[config.mk]
export PLATFORM = sky130hd
export DESIGN_NAME = mealy_pattern_detector
export DESIGN_NICKNAME = d
export VERILOG_FILES = /design/src/rtl/mealy_det_pkg.sv /design/src/rtl/sat_counter.sv /design/src/rtl/mealy_pattern_detector.sv
export SDC_FILE = /design/constraint.sdc
export NUM_CORES = 1
export LEC_CHECK = 0
export BUFFER_PORTS_ARGS = -buffer_cell sky130_fd_sc_hd__buf_2
export CORE_AREA = 2 2 39 41
export DETAILED_ROUTE_END_ITERATION = 6
export DIE_AREA = 0 0 41 43
export HOLD_SLACK_MARGIN = 0.02
export MAX_ROUTING_LAYER = met4
export PLACE_DENSITY = 0.79
export SLEW_MARGIN = 5
export SYNTH_ARGS = -nofsm -noshare
export SYNTH_HDL_FRONTEND = slang
export SYNTH_SLANG_ARGS = --single-unit
[constraint.sdc]
create_clock -name clock -period 4.3 [get_ports clock]
set_input_delay 0.215 -clock clock [delete_from_list [all_inputs] [get_ports clock]]
set_output_delay 0.215 -clock clock [all_outputs]
set_load 0.03 [all_outputs]
[src/rtl/mealy_det_pkg.sv]
// Shared constants and counter helper for the parametrised Mealy pattern detector.
// Latency: n/a (package). Backpressure: n/a.
package mealy_det_pkg;

    localparam int MAX_WIDTH = 16;
    localparam int MAX_CNT_W = 16;

    localparam logic [3:0] DEF_PATTERN = 4'b1101;

    // Callers pad unused upper bits with ones, so "all ones" marks saturation at any width.
    function automatic logic [MAX_CNT_W-1:0] sat_inc(
        input logic [MAX_CNT_W-1:0] cnt,
        input logic                 en,
        input logic                 clr
    );
        logic [MAX_CNT_W-1:0] res;
        res = cnt;
        if (clr) begin
            res = en ? MAX_CNT_W'(1) : '0;
        end else if (en && (cnt != '1)) begin
            res = cnt + MAX_CNT_W'(1);
        end
        return res;
    endfunction

endpackage

[src/rtl/sat_counter.sv]
// Saturating match counter with synchronous clear; clear together with inc yields 1.
// Latency: count visible one cycle after inc. Backpressure: none, never wraps.
module sat_counter
    import mealy_det_pkg::*;
#(
    parameter int W = 8
) (
    input  logic         clock,
    input  logic         reset_n,
    input  logic         inc,
    input  logic         clr,
    output logic [W-1:0] cnt,
    output logic         sat
);

    logic [MAX_CNT_W-1:0] cnt_pad;

    always_comb begin
        cnt_pad        = '1;
        cnt_pad[W-1:0] = cnt;
    end

    always_ff @(posedge clock) begin
        if (!reset_n) begin
            cnt <= '0;
        end else begin
            cnt <= W'(sat_inc(cnt_pad, inc, clr));
        end
    end

    assign sat = (cnt == {W{1'b1}});

endmodule

[src/rtl/mealy_pattern_detector.sv]
// Mealy serial-pattern detector with saturating match counter; MEALY_PATTERN_LOAD_EN adds runtime pattern load.
// Latency: y is combinational in the cycle the last bit arrives. Backpressure: enable gates sampling only.
module mealy_pattern_detector
    import mealy_det_pkg::*;
#(
    parameter int               WIDTH   = 4,
    parameter logic [WIDTH-1:0] PATTERN = WIDTH'(DEF_PATTERN),
    parameter int               OVERLAP = 1,
    parameter int               CNT_W   = 8
) (
    input  logic             clock,
    input  logic             reset_n,
    input  logic             enable,
    input  logic             a,
    input  logic             cnt_clr,
`ifdef MEALY_PATTERN_LOAD_EN
    input  logic             load,
    input  logic [WIDTH-1:0] load_pattern,
`endif
    output logic             y,
    output logic [CNT_W-1:0] match_cnt,
    output logic             cnt_sat
);

    if (WIDTH < 2 || WIDTH > MAX_WIDTH) begin : g_bad_width
        $fatal(1, "mealy_pattern_detector: WIDTH out of range 2..16");
    end
    if (CNT_W < 1 || CNT_W > MAX_CNT_W) begin : g_bad_cnt_w
        $fatal(1, "mealy_pattern_detector: CNT_W out of range 1..16");
    end

    localparam int               FILL_W   = $clog2(WIDTH);
    localparam logic [FILL_W-1:0] FILL_MAX = FILL_W'(WIDTH - 1);

    logic [WIDTH-2:0]  hist, hist_nxt;
    logic [FILL_W-1:0] fill, fill_nxt;
    logic [WIDTH-1:0]  pat_reg;
    logic [WIDTH-1:0]  window;
    logic              load_act;
    logic              hit;

`ifdef MEALY_PATTERN_LOAD_EN
    assign load_act = load;

    always_ff @(posedge clock) begin
        if (!reset_n) begin
            pat_reg <= PATTERN;
        end else if (load) begin
            pat_reg <= load_pattern;
        end
    end
`else
    assign load_act = 1'b0;
    assign pat_reg  = PATTERN;
`endif

    always_comb begin
        window   = {hist, a};
        hit      = enable & ~load_act & (fill == FILL_MAX) & (window == pat_reg);
        hist_nxt = hist;
        fill_nxt = fill;
        if (load_act) begin
            fill_nxt = '0;
        end else if (enable) begin
            hist_nxt = window[WIDTH-2:0];
            // Non-overlap mode restarts the window; stale hist bits are masked by fill.
            if (hit && OVERLAP == 0) begin
                fill_nxt = '0;
            end else if (fill != FILL_MAX) begin
                fill_nxt = fill + FILL_W'(1);
            end
        end
    end

    always_ff @(posedge clock) begin
        if (!reset_n) begin
            hist <= '0;
            fill <= '0;
        end else begin
            hist <= hist_nxt;
            fill <= fill_nxt;
        end
    end

    assign y = hit & reset_n;

    sat_counter #(.W(CNT_W)) u_cnt (
        .clock   (clock),
        .reset_n (reset_n),
        .inc     (hit),
        .clr     (cnt_clr),
        .cnt     (match_cnt),
        .sat     (cnt_sat)
    );

endmodule

[Word-level counts from Yosys, hierarchy flattened]
Cells that the tools add are included.
Word-level totals
  flip-flop bits (word level): 13
  latch bits: 0
  bits in writable memories: 0
  ROM bits: 0
  input port bits: 5
  logic and storage cells: 19
  memories: 0
Cells by class
  add/sub/neg operators: 2
  $mul: 0
  divide/modulo/power cells: 0
  order comparisons: 0
  equal/unequal tests: 5
  shifts and indexed selects: 0
  mux-type cells: 3
  bitwise logic cells: 3
  reductions and logical operators: 3
Operator list (count)
  $mux W8: 2
  $add A8 B2 Y8 const B: 1
  $eq A8 B8 Y1 const B: 1
  $ne A8 B8 Y1 const B: 1
  $eq A4 B4 Y1 const B: 1
  $and A1 B1 Y1: 3
  $add A2 B1 Y2 const B: 1
  $eq A2 B2 Y1 const B: 1
  $ne A2 B2 Y1 const B: 1
  $reduce_and A2 Y1: 1
  $reduce_bool A2 Y1: 1
  $logic_and A1 B1 Y1: 1
  $mux W1: 1

[Logic depth before layout (Yosys ltp)]
Gate-level depths: netlist of the first run.
  depth in word-level cells: 6
  depth in mapped cells: 5
  gate-level depth less buffers: 5

[By module]
From an unflattened synthesis of the first run, not the netlist that was laid out.
Unflattened totals
  cell total of the unflattened synthesis: 76
  area total of the unflattened synthesis: 693.2 µm²
Modules (own cells, without submodules)
  sat_counter: times used 1, cells each 51, area an instance 444.2 µm²
  mealy_pattern_detector: times used 1, cells each 25, area an instance 249.0 µm²

[Worst setup path after synthesis of the first run]
OpenSTA, ideal clock, no wires.
  kind: register -> register
  start: register u_cnt.cnt[2]
  end: register u_cnt.cnt[5]
  setup time: 0.070 ns
  data arrival time: 1.664 ns
  setup slack: 2.566 ns
  stages on the path, launching flop included: 5
  buffers on the path: 0
  cells stage by stage: dfxtp_1 > nand3_1 > or3_4 > or4_1 > a21oi_1
On the way
  word-level cells in the longest chain between the ends: 3
  elaborated cells on any way between the ends: 6
  those cells by class: add/sub (1); eq/ne (1); mux (2); reduce/logical (2)
RTL lines
  from (decl): RTL line sat_counter.sv:12  | output logic [W-1:0] cnt,
  from (signal assigned): RTL line sat_counter.sv:27  | cnt <= W'(sat_inc(cnt_pad, inc, clr));
  $add A8 B2 Y8 or $ne A8 B8 Y1 (tied branches): RTL line mealy_det_pkg.sv:21, mealy_det_pkg.sv:20
  $mux W8 or $logic_and A1 B1 Y1 (tied branches): RTL line mealy_det_pkg.sv:20  | end else if (en && (cnt != '1)) begin
  $mux W8 or $reduce_bool A2 Y1 (tied branches)
Parallel ways exist; a longest one is shown, timed or not. The select of a mux whose other input is x is not followed.
A chain may end at the register's enable or synchronous reset.

[Final worst setup path of the first run]
  start: register fill[0]
  end: output port y
On the way
  word-level cells in the longest chain between the ends: 4
RTL lines
  from (decl): RTL line mealy_pattern_detector.sv:36  | logic [FILL_W-1:0] fill, fill_nxt;
  from (signal assigned): RTL line mealy_pattern_detector.sv:81  | fill <= fill_nxt;
  $eq A2 B2 Y1: RTL line mealy_pattern_detector.sv:59  | hit = enable & ~load_act & (fill == FILL_MAX) & (window == pat_reg);
  $and A1 B1 Y1 (2 in series): RTL line mealy_pattern_detector.sv:59
  $and A1 B1 Y1: RTL line mealy_pattern_detector.sv:85  | assign y = hit & reset_n;
  to (decl): RTL line mealy_pattern_detector.sv:20  | output logic y,
No other way between the ends.

==> results.toml, run 1 <==
[worst_setup_path]
reg2reg_slack_ps = 2460
critPathTopFamily = "simple AND/OR/NAND/NOR gates"
cp-end-kind = "output port"
crit_type = "register to output port"
critPathLaunchType = "register"
cp.depth = 6
path_cells = "ha_1 -> nand4b_2 -> nor2_1 -> nand2_1 -> inv_1 -> buf_2"
timing.rr.start = "fill[0]$_SDFFE_PN0P_"
reg2reg_to = "u_cnt.cnt[5]$_SDFFE_PN0P_"
cp_slowest_cell = "dfxtp_1"
required_ps = 4090
slowest_delay_ps = 360
critPathBufInv = 2
endpoint = "y"
worstRegToRegCells = 5
crit_start = "fill[0]$_SDFFE_PN0P_"
cp.arrival_ps = 1700
cp_max_fo = 5

[route]
wl_per_cell_um = 12.1
vias_per_cell = 5.59
via_count = 593
drtIter0Drc = 7
ant_nets = 0
first_pass_iters = 4
drt_wl_total_mm = 1.28
drc = 0

[global_route]
grt_pass1_vias = 492
antenna_found_initial = 0
grt_usage = 0.181
grt_overflow = 0
grt_pass1_wl_mm = 2.08
grt_max_degree = 9

[placed_design]
place_area_um2 = 741
io_buffers = 14
pre_cts_ws_ps = 2500
dpl.hpwl_um = 963
placedCellCount = 102
gp_congestion = 0.819

[sta]
max_slew_margin = 0.611
timing.final.ws_setup_ps = 2390
clock_skew_ps = 6.98
maxSlewViolCount = 0
setup_viol = 0
hold_viol_final = 0
tightest_slew_ps = 583
min_period_over_period = 0.445
finalSetupTns_ps = 0
holdWs_ps = 229
period_minus_slack_ps = 1910
clock.fmax_mhz = 523
rsz0062_at_grt = "no"

[power_and_ir_drop]
intPower_uw = 166
p_sw_frac = 0.225
seqPwrFrac = 0.584
p_leak_nw = 0.381
ir_worst_vdd_mv = 0.200
clockPowerShare = 0.349
p_per_area_mw_per_mm2 = 280
switchingPower_uw = 48.4
pwr-share-comb = 0.067
finalPower_uw = 215

[clock_tree]
cts_tree = "yes"
cts_hold_buf = 0
cts_buffer_depth = 2
h-tree-depth = 1
post_cts_buffers = 0
clk_latency_ps = 280
cts_root_buf = "clkbuf_4"
cts_resized = 0
cts.sinks = 13
cts_made_buffers = 3
clkTransAtPathRegs_ps = 80

[layout]
fin_area_um2 = 767
insertedDiodeCount = 0
fin_nets = 98
syn2layout_area_growth_pct = 17.9
drive_above_1_share = 0.233
fillers = 129
fin_cells = 106
final_util = 0.554

[logic_synthesis]
syn-cell-area_um2 = 651
ys_seq_area_frac = 0.400
ys_ff_latch = 13
synthesis.nets = 79
ys_warn_count = 0
synthCells = 72
yosysUniqueCellTypes = 30
synth.avg_cell_area_um2 = 9.04

[outcome]
status = "completed"

[floorplan]
rows = 14
fp.dieArea_mm2 = 0.00176
start_util = 0.470
fp.coreArea_mm2 = 0.00138
io_pins = 15
die_x_um = 41
die_h_um = 43

[min_path]
hold_class = "input port to register"

[run]
maxCapViolCount = 0
==> power groups by stage <==
stage	sequential, mW	combinational [mW]	clock (mW)
2_1_floorplan	0.128	0.00921	0
3_3_place_gp	0.128	0.0143	0
3_5_place_dp	0.128	0.0145	0
4_1_cts	0.125	0.0146	0.0772
5_1_grt	0.126	0.0160	0.0833
6_report	0.125	0.0144	0.0749
==> logic make-up (layout without fill, tap and decap cells) <==
logic type,after synthesis,after routing,synth area share
simple gates,31,31,0.287
compound gates,16,16,0.181
flops,13,13,0.400
buf+inv,6,24,0.0346
mux,3,3,0.0462
fa+ha+maj,2,2,0.0385
xor+xnor,1,1,0.0135
==> cells in the final DEF, fill, tap and decap left out, drive strengths merged, types with 2 or more instances in the layout <==
cell type	instances
dfxtp	13
mux2i	3
buf	14
nor2b	5
nand3	3
ha	2
nand2b	2
a211oi	3
nor2	4
inv	6
a21oi	5
nor4	2
nand4	2
nand2	5
a41o	2
clkbuf	4
==> synth_stat cells <==
| cell type | count | area [um2] |
|---|---|---|
| a2111o_1 | 1 | 11.3 |
| a2111oi_1 | 1 | 10.0 |
| a211oi_1 | 3 | 22.5 |
| a21oi_1 | 5 | 25.0 |
| a31oi_1 | 1 | 6.26 |
| a41o_1 | 2 | 20.0 |
| and2_1 | 1 | 6.26 |
| and3_1 | 1 | 6.26 |
| and4_1 | 1 | 8.76 |
| dfxtp_1 | 13 | 260 |
| ha_1 | 2 | 25.0 |
| inv_1 | 6 | 22.5 |
| mux2i_1 | 3 | 30.0 |
| nand2_1 | 4 | 15.0 |
| nand2_2 | 1 | 6.26 |
| nand2b_1 | 2 | 12.5 |
| nand3_1 | 3 | 15.0 |
| nand4_1 | 2 | 12.5 |
| nand4b_2 | 1 | 15.0 |
| nor2_1 | 4 | 15.0 |
| nor2b_1 | 5 | 31.3 |
| nor3_1 | 1 | 5.00 |
| nor4_1 | 2 | 12.5 |
| o211a_1 | 1 | 10.0 |
| o21ai_0 | 1 | 5.00 |
| o31ai_1 | 1 | 7.51 |
| or2_2 | 1 | 6.26 |
| or3_4 | 1 | 11.3 |
| or4_1 | 1 | 7.51 |
| xor2_1 | 1 | 8.76 |
==> cell type report <==
cell class	count	area [um2]	share of cell area
clock buffers	4	26.3	0.0343
inverters	6	22.5	0.0294
multi-input cells	53	368	0.480
flip-flops and latches	13	260	0.339
well taps	16	20.0	0.0261
repair buffers	14	70.1	0.0914
==> sequential cells by signal, indices dropped and copies added (netlist names) <==
register   cells
fill           2
hist           3
u_cnt.cnt      8
==> worst min-delay path by stage <==
| stage | from | cells past startpoint | slack, ps | to |
|---|---|---|---|---|
| CTS | reset_n | 2 | 220 | fill[0]$_SDFFE_PN0P_ |
| floorplan | reset_n | 1 | 340 | fill[0]$_SDFFE_PN0P_ |
| global route | reset_n | 2 | 230 | fill[0]$_SDFFE_PN0P_ |
| global placement | hist[2]$_SDFFE_PN0P_ | 2 | 480 | hist[2]$_SDFFE_PN0P_ |
| detailed placement | hist[2]$_SDFFE_PN0P_ | 2 | 480 | hist[2]$_SDFFE_PN0P_ |
| finish | reset_n | 2 | 230 | fill[0]$_SDFFE_PN0P_ |
==> per-layer routing <==
layer	wire length [um]	GRT usage	vias to the layer above
li1	-	-	305
met4	14	0.0600	0
met3	69	0.0942	2
met2	616	0.259	15
met5	0	-	-
met1	582	0.213	271
No activity file was read; power rests on OpenSTA's default activity.
==> inputs of run 2 (changes only) <==
--- a/config.mk
+++ b/config.mk
@@ -5,13 +5,14 @@
 export SDC_FILE = /design/constraint.sdc
 export NUM_CORES = 1
 export LEC_CHECK = 0
+export ABC_AREA = 1
 export BUFFER_PORTS_ARGS = -buffer_cell sky130_fd_sc_hd__buf_2
-export CORE_AREA = 2 2 39 41
+export CORE_MARGIN = 2
+export CORE_UTILIZATION = 51
 export DETAILED_ROUTE_END_ITERATION = 6
-export DIE_AREA = 0 0 41 43
 export HOLD_SLACK_MARGIN = 0.02
 export MAX_ROUTING_LAYER = met4
-export PLACE_DENSITY = 0.79
+export PLACE_DENSITY = 0.81
 export SLEW_MARGIN = 5
 export SYNTH_ARGS = -nofsm -noshare
 export SYNTH_HDL_FRONTEND = slang
==> constraint.sdc (replaced) <==
create_clock -name clock -period 2 [get_ports clock]
set_input_delay 0.1 -clock clock [delete_from_list [all_inputs] [get_ports clock]]
set_output_delay 0.1 -clock clock [all_outputs]
set_load 0.03 [all_outputs]
==> run 2 against run 1 <==
Effect of this change: first-iteration DRC count increased by 130%; global-route usage grew 2.4 points; synthesized cell count rose by 47%.
==> results.toml, run 2 <==
[clock_tree]
clk_latency_ps = 290
cts_made_buffers = 3
cts_resized = 0
cts_buffer_depth = 2
cts_root_buf = "clkbuf_4"
h-tree-depth = 1
cts.sinks = 13
cts_hold_buf = 0
clkTransAtPathRegs_ps = 80
post_cts_buffers = 0
cts_tree = "yes"

[layout]
insertedDiodeCount = 0
largest_register = "u_cnt.cnt"
final_cell_mix = "nand2_1 (27), inv_1 (15), buf_2 (14)"
reg_top3 = "u_cnt.cnt (8), hist (3), fill (2)"
syn2layout_area_growth_pct = 16.0
layout_commonest_cell = "nand2_1"
fin_nets = 132
fin_cells = 139
drive_above_1_share = 0.218
largest_reg_flops = 8

[power_and_ir_drop]
pwr-share-comb = 0.090
p_per_area_mw_per_mm2 = 576
switchingPower_uw = 120
clockPowerShare = 0.342
finalPower_uw = 481
ir_worst_vdd_mv = 0.335
seqPwrFrac = 0.568
p_leak_nw = 0.382
intPower_uw = 360
p_sw_frac = 0.251

[placed_design]
io_buffers = 14
dpl.hpwl_mm = 1.18
placedCellCount = 135
gp_congestion = 0.839

[sta]
holdWs_ps = 69.9
tightest_slew_ps = 268
clock.fmax_mhz = 617
min_period_over_period = 0.810
maxSlewViolCount = 0
max_slew_margin = 0.820
clock_skew_ps = 10.5
period_minus_slack_ps = 1620
setup_viol = 0
finalSetupTns_ps = 0
hold_viol_final = 0
rsz0062_at_grt = "no"

[logic_synthesis]
yosysTopAreaCellShare = 0.362
synth_area_leaders = "dfxtp_1 (36%), nand2_1 (14%), inv_1 (7.8%)"
synth.avg_cell_area_um2 = 6.79
synth.most_common_cell = "nand2_1"
yosysUniqueCellTypes = 18
async_flop_share = 0
ys_warn_count = 0
synthesis.nets = 113
synth_edf_count = 0
synthCells = 106
ys_seq_area_frac = 0.362
syn-cell-area_um2 = 719
synth-main-ff-cell = "dfxtp_1"
synthTopCellsByCount = "nand2_1 (27), inv_1 (15), dfxtp_1 (13), nor2_1 (12)"
synth_area_leader_cell = "dfxtp_1"
ys_ff_latch = 13

[worst_setup_path]
timing.rr.start = "u_cnt.cnt[0]$_SDFFE_PN0P_"
critPathBufInv = 2
critPathTopFamily = "flip-flops"
reg2reg_to = "u_cnt.cnt[6]$_SDFFE_PN0P_"
crit_type = "register to output port"
path_cells = "ha_1 -> nand2_1 -> nor2_4 -> nand2_2 -> inv_1 -> buf_2"
reg2reg_slack_ps = 550
required_ps = 1900
cp.arrival_ps = 1520
cp_slowest_cell = "dfxtp_1"
cp_max_fo = 5
slowest_delay_ps = 410
critPathLaunchType = "register"
worstRegToRegCells = 10
cp-end-kind = "output port"

[min_path]
min_from = "enable"
hold_end = "hist[1]$_SDFFE_PN0P_"
hold_class = "input port to register"
whs_path_depth = 2

[floorplan]
io_pins = 15
rows = 13
die_h_um = 41.6
fp.coreArea_mm2 = 0.00132
fp.dieArea_mm2 = 0.00173
die_x_um = 41.6
start_util = 0.546

[global_route]
antenna_found_initial = 0
grt_usage = 0.205
grt_max_degree = 9
grt_pass1_wl_mm = 2.59
grt_pass1_vias = 604
grt_overflow = 0

[outcome]
status = "completed"

[route]
ant_nets = 0
drtIter0Drc = 16
via_count = 716
drt_wl_total_mm = 1.57
wl_per_cell_um = 11.3
vias_per_cell = 5.15
drc = 0
first_pass_iters = 4

[run]
maxCapViolCount = 0
run 2: cell types whose count changed in the layout (fill, tap and decap cells not counted), moves of 3 or more:
cell,change
nand2_1,+23
nor2_4,+3
o21ai_0,+7
nor2_1,+8
inv_1,+9
mux2i_1,-3
nor2b_1,-5
a21oi_1,+3
a211oi_1,-3
run 2: power by group through the flow:
stage | registers [mW] | clock network (mW) | logic [mW]
after CTS | 0.273 | 0.169 | 0.0436
after floorplan | 0.279 | 0 | 0.0267
after global routing | 0.274 | 0.182 | 0.0492
final | 0.273 | 0.165 | 0.0432
after detailed placement | 0.279 | 0 | 0.0432
after global placement | 0.278 | 0 | 0.0408
run 2: per-layer routing:
layer / global-route usage / vias up / part of all wire
met5: - / - / 0
met2: 0.341 / 13 / 0.49
met3: 0.0652 / 5 / 0.045
met1: 0.228 / 323 / 0.44
met4: 0.0774 / 0 / 0.017
li1: - / 375 / -
run 2: layout make-up:
| class | count | area, um2 |
|---|---|---|
| clock buffers | 4 | 26.3 |
| flip-flops and latches | 13 | 260 |
| inverters | 16 | 60.1 |
| well taps | 15 | 18.8 |
| fillers | 111 | 483 |
| multi-input cells | 77 | 399 |
| repair buffers | 14 | 70.1 |
run 2: cells by family after synthesis:
family                     share of synthesized area
AOI/OAI and AO/OA                              0.130
adders and majority gates                     0.0348
buffers and inverters                         0.0835
DFF                                            0.362
and+or+nand+nor                                0.390
run 2: worst max-delay path by stage:
stage | from | to | slack [ps] | depth (start not counted)
CTS | u_cnt.cnt[0]$_SDFFE_PN0P_ | cnt_sat | 390 | 6
floorplan | u_cnt.cnt[0]$_SDFFE_PN0P_ | u_cnt.cnt[0]$_SDFFE_PN0P_ | 360 | 8
global placement | u_cnt.cnt[0]$_SDFFE_PN0P_ | u_cnt.cnt[6]$_SDFFE_PN0P_ | 650 | 10
detailed placement | u_cnt.cnt[0]$_SDFFE_PN0P_ | u_cnt.cnt[6]$_SDFFE_PN0P_ | 590 | 10
global route | fill[0]$_SDFFE_PN0P_ | y | 280 | 4
finish | u_cnt.cnt[0]$_SDFFE_PN0P_ | cnt_sat | 380 | 6
run 2: metrics by stage:
stage | instance area (um2) | util | setup slack (ps)
finish | 835 | 0.633 | 380
global route | 835 | 0.633 | 281
CTS | 835 | 0.633 | 387
detailed placement | 808 | 0.613 | 586
global placement | 808 | 0.613 | 647
floorplan | 719 | - | 360
